==> config.mk <==
export PLATFORM = sky130hd
export DESIGN_NAME = regfile_wb_arbiter
export DESIGN_NICKNAME = d
export VERILOG_FILES = /design/src/rtl/regfile_wb_arbiter.sv
export SDC_FILE = /design/constraint.sdc
export NUM_CORES = 1
export LEC_CHECK = 0
export ABC_AREA = 1
export ABC_CLOCK_PERIOD_IN_PS = 2300
export CAP_MARGIN = 20
export CORE_ASPECT_RATIO = 0.7
export CORE_UTILIZATION = 40
export DETAILED_ROUTE_END_ITERATION = 7
export GPL_TIMING_DRIVEN = 0
export PLACE_DENSITY_LB_ADDON = 0.05
export SLEW_MARGIN = 30
export SYNTH_ARGS = -nofsm -noshare
export SYNTH_HDL_FRONTEND = slang
export SYNTH_SLANG_ARGS = --single-unit
==> constraint.sdc <==
create_clock -name clk -period 2.3 [get_ports clk]
set_input_delay 0.345 -clock clk [delete_from_list [all_inputs] [get_ports clk]]
set_output_delay 0.345 -clock clk [all_outputs]
set_load 0.05 [all_outputs]
==> src/rtl/regfile_wb_arbiter.sv <==
// regfile_wb_arbiter: merges the execute, load-completion and debug writers onto
// the single write port of the 32 x 32 integer register bank. It also keeps the
// outstanding-load scoreboard for the decode hazard check. Debug accesses halt
// the core and borrow the rs2 read port for reads.
module regfile_wb_arbiter #(
    parameter int BANK_WIDTH     = 5,
    parameter int REGISTER_WIDTH = 32
) (
    input  logic                      clk,
    input  logic                      rst,
    input  logic                      ex_wr_valid,
    input  logic [BANK_WIDTH-1:0]     ex_wr_sel,
    input  logic [REGISTER_WIDTH-1:0] ex_wr_data,
    input  logic                      ld_issue,
    input  logic [BANK_WIDTH-1:0]     ld_issue_sel,
    input  logic                      ld_done_valid,
    input  logic [BANK_WIDTH-1:0]     ld_done_sel,
    input  logic [REGISTER_WIDTH-1:0] ld_done_data,
    output logic                      ld_done_ready,
    input  logic [BANK_WIDTH-1:0]     dec_rs1,
    input  logic [BANK_WIDTH-1:0]     dec_rs2,
    input  logic [BANK_WIDTH-1:0]     dec_rd,
    output logic                      hazard,
    input  logic [BANK_WIDTH-1:0]     core_rs2_sel,
    output logic [BANK_WIDTH-1:0]     bank_rs2_sel,
    input  logic [REGISTER_WIDTH-1:0] bank_rs2_data,
    output logic                      reg_w,
    output logic [BANK_WIDTH-1:0]     rd_sel,
    output logic [REGISTER_WIDTH-1:0] rd_data,
    input  logic                      dbg_req,
    input  logic                      dbg_we,
    input  logic [BANK_WIDTH-1:0]     dbg_sel,
    input  logic [REGISTER_WIDTH-1:0] dbg_wdata,
    output logic                      dbg_ack,
    output logic [REGISTER_WIDTH-1:0] dbg_rdata,
    output logic                      core_halt
);

    localparam int SIZE = 2 ** BANK_WIDTH;

    typedef enum logic [1:0] {
        IDLE    = 2'd0,
        ACCESS  = 2'd1,
        ACK     = 2'd2,
        RELEASE = 2'd3
    } state_t;

    state_t          state;
    logic [SIZE-1:0] busy;
    logic [SIZE-1:0] busy_next;
    logic            ld_accept;
    logic            dbg_grant;

    // Load completion gets the port only when execute is idle and no debug
    // access is in flight; the load source holds its request until accepted.
    assign ld_done_ready = rst & ~ex_wr_valid & (state == IDLE);
    assign ld_accept     = ld_done_valid & ld_done_ready;

    // Hazard uses registered busy only, so a clear shows up one cycle late.
    assign hazard = busy[dec_rs1] | busy[dec_rs2] | busy[dec_rd];

    assign bank_rs2_sel = (state == ACCESS) ? dbg_sel : core_rs2_sel;
    assign core_halt    = dbg_req | (state != IDLE);

    // Debug may only start once the pipeline has drained: no loads pending and
    // no writer competing for the port in the cycle before ACCESS.
    assign dbg_grant = dbg_req & (busy == '0) & ~ex_wr_valid & ~ld_done_valid;

    // Write-port priority mux: execute, then load, then debug write
    always_comb begin
        reg_w   = 1'b0;
        rd_sel  = ex_wr_sel;
        rd_data = ex_wr_data;
        if (ex_wr_valid) begin
            reg_w = 1'b1;
        end else if (ld_accept) begin
            reg_w   = 1'b1;
            rd_sel  = ld_done_sel;
            rd_data = ld_done_data;
        end else if ((state == ACCESS) && dbg_we) begin
            reg_w   = 1'b1;
            rd_sel  = dbg_sel;
            rd_data = dbg_wdata;
        end
        // x0 is hardwired; the transaction still completes, it just never writes.
        if (!rst || (rd_sel == '0)) begin
            reg_w = 1'b0;
        end
    end

    // Next scoreboard value: a new issue overrides a same-cycle completion
    always_comb begin
        busy_next = busy;
        if (ld_accept) begin
            busy_next[ld_done_sel] = 1'b0;
        end
        if (ld_issue) begin
            busy_next[ld_issue_sel] = 1'b1;
        end
        busy_next[0] = 1'b0;
    end

    // Scoreboard register
    always_ff @(posedge clk) begin
        if (!rst) begin
            busy <= '0;
        end else begin
            busy <= busy_next;
        end
    end

    // Debug sequencer with registered ack and read data
    always_ff @(posedge clk) begin
        if (!rst) begin
            state     <= IDLE;
            dbg_ack   <= 1'b0;
            dbg_rdata <= '0;
        end else begin
            dbg_ack <= 1'b0;
            case (state)
                IDLE: begin
                    if (dbg_grant) begin
                        state <= ACCESS;
                    end
                end
                ACCESS: begin
                    if (!dbg_we) begin
                        dbg_rdata <= (dbg_sel == '0) ? '0 : bank_rs2_data;
                    end
                    dbg_ack <= 1'b1;
                    state   <= ACK;
                end
                ACK: begin
                    state <= RELEASE;
                end
                RELEASE: begin
                    // One access per request level: wait for the requester to drop.
                    if (!dbg_req) begin
                        state <= IDLE;
                    end
                end
                default: begin
                    state <= IDLE;
                end
            endcase
        end
    end

endmodule

== Word level (Yosys, flattened, before mapping) ==
Index checks and enable logic that the tools add are counted.

* Flip-flop bits (word level): 67
* Latch bits: 0
* Bits in writable memories: 0
* Memory bits (read-only): 0
* Input port bits: 175
* Output and inout bits: 79
* Word-level logic and storage cells: 72
* Memories: 0

* $add $sub $neg: 0
* Multiply operators: 0
* Divide/modulo/power cells: 0
* Magnitude comparators: 7
* Equal/unequal tests: 5
* Shift operators: 0
* Muxes and demuxes: 28
* Bitwise operators: 15
* Reductions and logical operators: 12

{| class="wikitable"
|+ Operators by type and width
! operator !! count
|-
| $mux 32 || 6
|-
| $and 32x32->32 || 1
|-
| $logic_not 32->1 || 1
|-
| $not 32->32 || 1
|-
| $or 32x32->32 || 1
|-
| $lt 5x6->1 const B || 5
|-
| $mux 5 || 4
|-
| $bmux 1 s5 || 3
|-
| $demux 1 s5 || 2
|-
| $ge 5x1->1 const B || 2
|-
| $logic_not 5->1 || 2
|-
| $mux 1 || 10
|-
| $pmux 2 s4 || 1
|-
| $and 1x1->1 || 6
|-
| $eq 2x2->1 const B || 2
|-
| $mux 2 || 2
|-
| $ne 2x2->1 const B || 2
|-
| $reduce_and 2->1 || 2
|-
| $logic_and 1x1->1 || 3
|-
| $not 1->1 || 3
|-
| $or 1x1->1 || 3
|-
| $eq 2x1->1 const B || 1
|-
| $logic_not 2->1 || 1
|-
| $reduce_bool 2->1 || 1
|-
| 2 further kinds || 2
|}

== Depth between registers and ports, before layout ==
* Depth after elaboration: 9
* Mapped depth: 13
* Gate-level depth less buffers: 12

== Worst setup path after synthesis ==
OpenSTA, ideal clock, no wires.

* Path type: reg-to-output
* Start: register state[0]
* End: output port reg_w
* Arrival: 2.205 ns
* Data required time: 1.955 ns
* Slack: -0.250 ns
* Cell stages (with the launch flop): 11
* Buffers on the path: 0
* Path through: dfxtp_1 inv_1 ha_1 nand2_1 nor2_4 nand2_4 a21oi_4 o21ai_1 nand2_1 nor2_1 nor2_1

* Longest elaborated chain between the ends: 8
* Elaborated cells on any way between the ends: 14

{| class="wikitable"
|+ RTL lines
! element !! line !! RTL
|-
| start: declaration || 48 || <nowiki>state_t state;</nowiki>
|-
| start signal: assignment || 115 || <nowiki>state <= IDLE;</nowiki>
|-
| start signal: assignment || 123 || <nowiki>state <= ACCESS;</nowiki>
|-
| start signal: assignment || 131 || <nowiki>state <= ACK;</nowiki>
|-
| $logic_not 2->1 * || 56 || <nowiki>assign ld_done_ready = rst & ~ex_wr_valid & (state == IDLE);</nowiki>
|-
| $and 1x1->1 * || 56 ||
|-
| via ld_done_ready || 19 || <nowiki>output logic ld_done_ready,</nowiki>
|-
| $and 1x1->1 * || 57 || <nowiki>assign ld_accept = ld_done_valid & ld_done_ready;</nowiki>
|-
| $mux 5 || 76 || <nowiki>end else if (ld_accept) begin</nowiki>
|-
| $mux 5 || 74 || <nowiki>if (ex_wr_valid) begin</nowiki>
|-
| $logic_not 5->1 || 86 || <nowiki>if (!rst || (rd_sel == '0)) begin</nowiki>
|-
| $logic_or 1x1->1 || 86 ||
|-
| $mux 1 * || 86 ||
|-
| end: declaration || 27 || <nowiki>output logic reg_w,</nowiki>
|}

The timed path passes the listed nets; every way through them passes the cells marked *.

== Final worst setup path ==
* Start: register state[0]
* End: output port rd_data[28]

* Longest elaborated chain between the ends: 5
* Elaborated cells on any way between the ends: 8

{| class="wikitable"
|+ RTL lines
! element !! line !! RTL
|-
| $eq 2x1->1 or $logic_not 2->1 (tied branches) || 80, 56 ||
|-
| $logic_and 1x1->1 or $and 1x1->1 (tied branches) || 80, 56 ||
|-
| $mux 32 or $and 1x1->1 (tied branches) || 80, 57 ||
|-
| $mux 32 * || 76 ||
|-
| $mux 32 * || 74 ||
|-
| end: declaration || 29 || <nowiki>output logic [REGISTER_WIDTH-1:0] rd_data,</nowiki>
|}

Every way passes the cells marked *; elsewhere a longest branch is shown, timed or not.

==> results by group <==
Floorplanning
  • Ports: 254
  • Die Ht: 94.07 µm
  • # rows: 33
  • DIE AREA: 12560 µm²
  • Core area: 11770 µm²
  • Initial Util: 0.4116
  • Chip width: 133.5 µm

Place
  • PortBufs: 246
  • DP HPWL: 16630 µm
  • Placement Setup Slack: -829.5 ps
  • Placer Congestion: 0.9642

Critical path
  • Critical path fanouts, max: 5
  • WP data arrival: 2030 ps
  • Crit. End Element: primary output
  • CP Launch Type: flop
  • WP data required: 1960 ps
  • Critical path class: reg -> out

Synth
  • Largest family of logic cells by synthesized area: simple AND/OR/NAND/NOR gates
  • Yosys top cell by area: dfxtp_1
  • FF+latch count, synth: 66
  • Syn_area_per_cell: 5.972 µm²
  • XOR/XNOR share of the synthesized area: 0
  • Yosys top cell area share: 0.2728
  • Complex-gate fraction of the synthesized area: 0.2772
  • Cells after synthesis: 811
  • Syn_nets: 991
  • Sequential area share after synthesis: 0.2728
  • Synth area leaders: dfxtp_1 27%, nand2_1 18%, a21oi_1 10%
  • Post-synthesis mux area share: 0
  • Adder-Cell Fraction of Synth Area: 0.01292
  • Yosys warns: 0
  • Post-synthesis cell area: 4843 µm²
  • Yosys cell types: 26
  • Simple-gate portion of the synthesized area: 0.3400

GRT
  • Pin count of the biggest net entering global routing: 13
  • Antenna violations before repair: 1
  • Vias in the first global route: 6217
  • First-pass GRT wire length: 33290 µm
  • Total gr overflow: 0
  • GRT Resource Usage Total: 0.3441

Timing
  • Period utilization: 1.034
  • Unrepaired setup endpoints after global routing: true
  • Final Hold Fails: 0
  • Peak Freq: 0.4205 GHz
  • Fin worst setup slack: -78.28 ps
  • Setup TNS Final: -700.8 ps
  • Max transition margin: 0.3342
  • Endpoints failing setup: 25
  • Final Max Tran Viols: 0
  • Clock skew: 6.503 ps
  • Tmin final: 2378 ps
  • Tightest Pin Transition: 991.1 ps

Routing
  • Post-route met1 wirelength: 9635 µm
  • WL/cell: 17.65 µm
  • Met2 wire len: 9406 µm
  • Max layer used: met4
  • Via density: 5.417
  • DR pass1 iterations: 5
  • Post-route ant nets: 0
  • Final wirelength: 21990 µm
  • DRC violations left: 0
  • Routed wire length on met3: 2187 µm
  • Vias: 6749
  • Starting DRT DRC Count: 664

CTS
  • Htree depth: 3
  • Clock slew at reported path FFs: 50 ps
  • CTS buffer count: 9
  • CTS tree: done
  • Clock Path Buffers: 2
  • CTS Sinks: 66
  • Root Buffer Master: clkbuf_16
  • Clock latency reported for the late side of the worst-skew pair: 330 ps
  • Post-CTS Hold Buffers: 0

Cells and area
  • Sequential cell area: 1326 µm²
  • Multi-input logic area: 3543 µm²
  • Share of cells above drive strength 1: 0.1664
  • Commonest non-fill, non-tap cell in the layout: nand2_1
  • # fillers: 1010
  • Most frequent cells in the layout: 224 x nand2_1, 198 x clkdlybuf4s50_1, 97 x a21oi_1
  • Layout Nets: 1264
  • Area growth syn-to-layout: 76.60%

Power and ir drop
  • PD cells: 752.4 nW/µm²
  • Static Leak: 3.539 nW
  • Peak supply drop: 557.9 µV

Outcome
  • Violated checks: negative setup slack
  • Status: finished with violations

Flow run
  • Max Cap Viol: 0

Min path
  • Hold crit path type: reg -> reg
worst max-delay path, cell delays in order (launching register included):
cell	delay, ps
dfxtp_4	360
inv_4	60
ha_4	150
nand2_4	50
nor2_4	110
nand2_4	100
a21oi_4	170
buf_6	170
buf_6	160
nor2_1	80
a21oi_4	130
buf_6	170
layout make-up:
type | instances | share of cell area
buffer | 46 | 0.03408
inverter | 62 | 0.02809
tap | 157 | 0.02297
timing repair buffer | 262 | 0.3111
clock inverter | 6 | 0.007753
sequential | 66 | 0.1551
multi-input combinational | 637 | 0.4143
clock buffer | 9 | 0.02633
antenna | 1 | 0.0002926
report_power, final:
part	switching, mW	total [mW]	internal (mW)
Clock	0.516	1.35	0.834
Sequential	0.0950	1.39	1.30
Combinational	2.31	3.69	1.38
Total	2.92	6.44	3.52
metal layers:
| layer | GRT usage | up-vias |
|---|---|---|
| met2 | 0.5273 | 352 |
| met1 | 0.4661 | 3096 |
| li1 | - | 3244 |
| met5 | 0 | - |
| met3 | 0.09277 | 57 |
| met4 | 0.1108 | 0 |
registers in the layout, indices dropped and copies added, names as in the netlist:
name,count
dbg_ack,1
dbg_rdata,32
state,2
busy,31
synth_stat cells, drive strengths merged:
library cell  count
nor2             61
or2               2
ha                5
clkbuf           25
o211ai            1
inv              62
nand3            88
buf              21
o21a              3
dfxtp            66
nand4             2
nor3             11
o21ai           106
nand2           228
a21oi           130
cell families after synthesis:
logic type / count (synthesis)
simple gates: 392
compound gates: 240
buf+inv: 108
flops: 66
fa+ha+maj: 5
worst paths after layout:
check | slack (ps) | to | start | cells after the start
worst max-delay path | -80 | rd_data[28] | state[0] | 11
worst min register to register | 490 | busy[7] | busy[7] | 2
worst max register to register | 540 | busy[6] | state[0] | 10
worst min-delay path | 490 | busy[7] | busy[7] | 2
stage by stage:
stage,instances,util,cell area (µm²),hold slack [ps],total power [mW]
6_report,1246,0.7268,8553,486.3,6.435
5_1_grt,1246,0.7268,8553,516.5,6.674
4_1_cts,1244,0.7111,8368,484.7,6.295
3_5_place_dp,1214,0.6575,7737,475.2,4.645
3_3_place_gp,1214,0.6575,7737,462.4,4.631
2_1_floorplan,811,-,5079,449.6,3.472
repair_timing:
item | in CTS | in global routing
gates cloned | 3 | 0
gates resized for setup | 346 | 64
pin swaps | 5 | 7
buffers inserted | 12 | 1
setup endpoints to repair | 46 | 41
hold endpoints to repair | 0 | 0
Note: power is estimated with default switching activity, not from simulation.
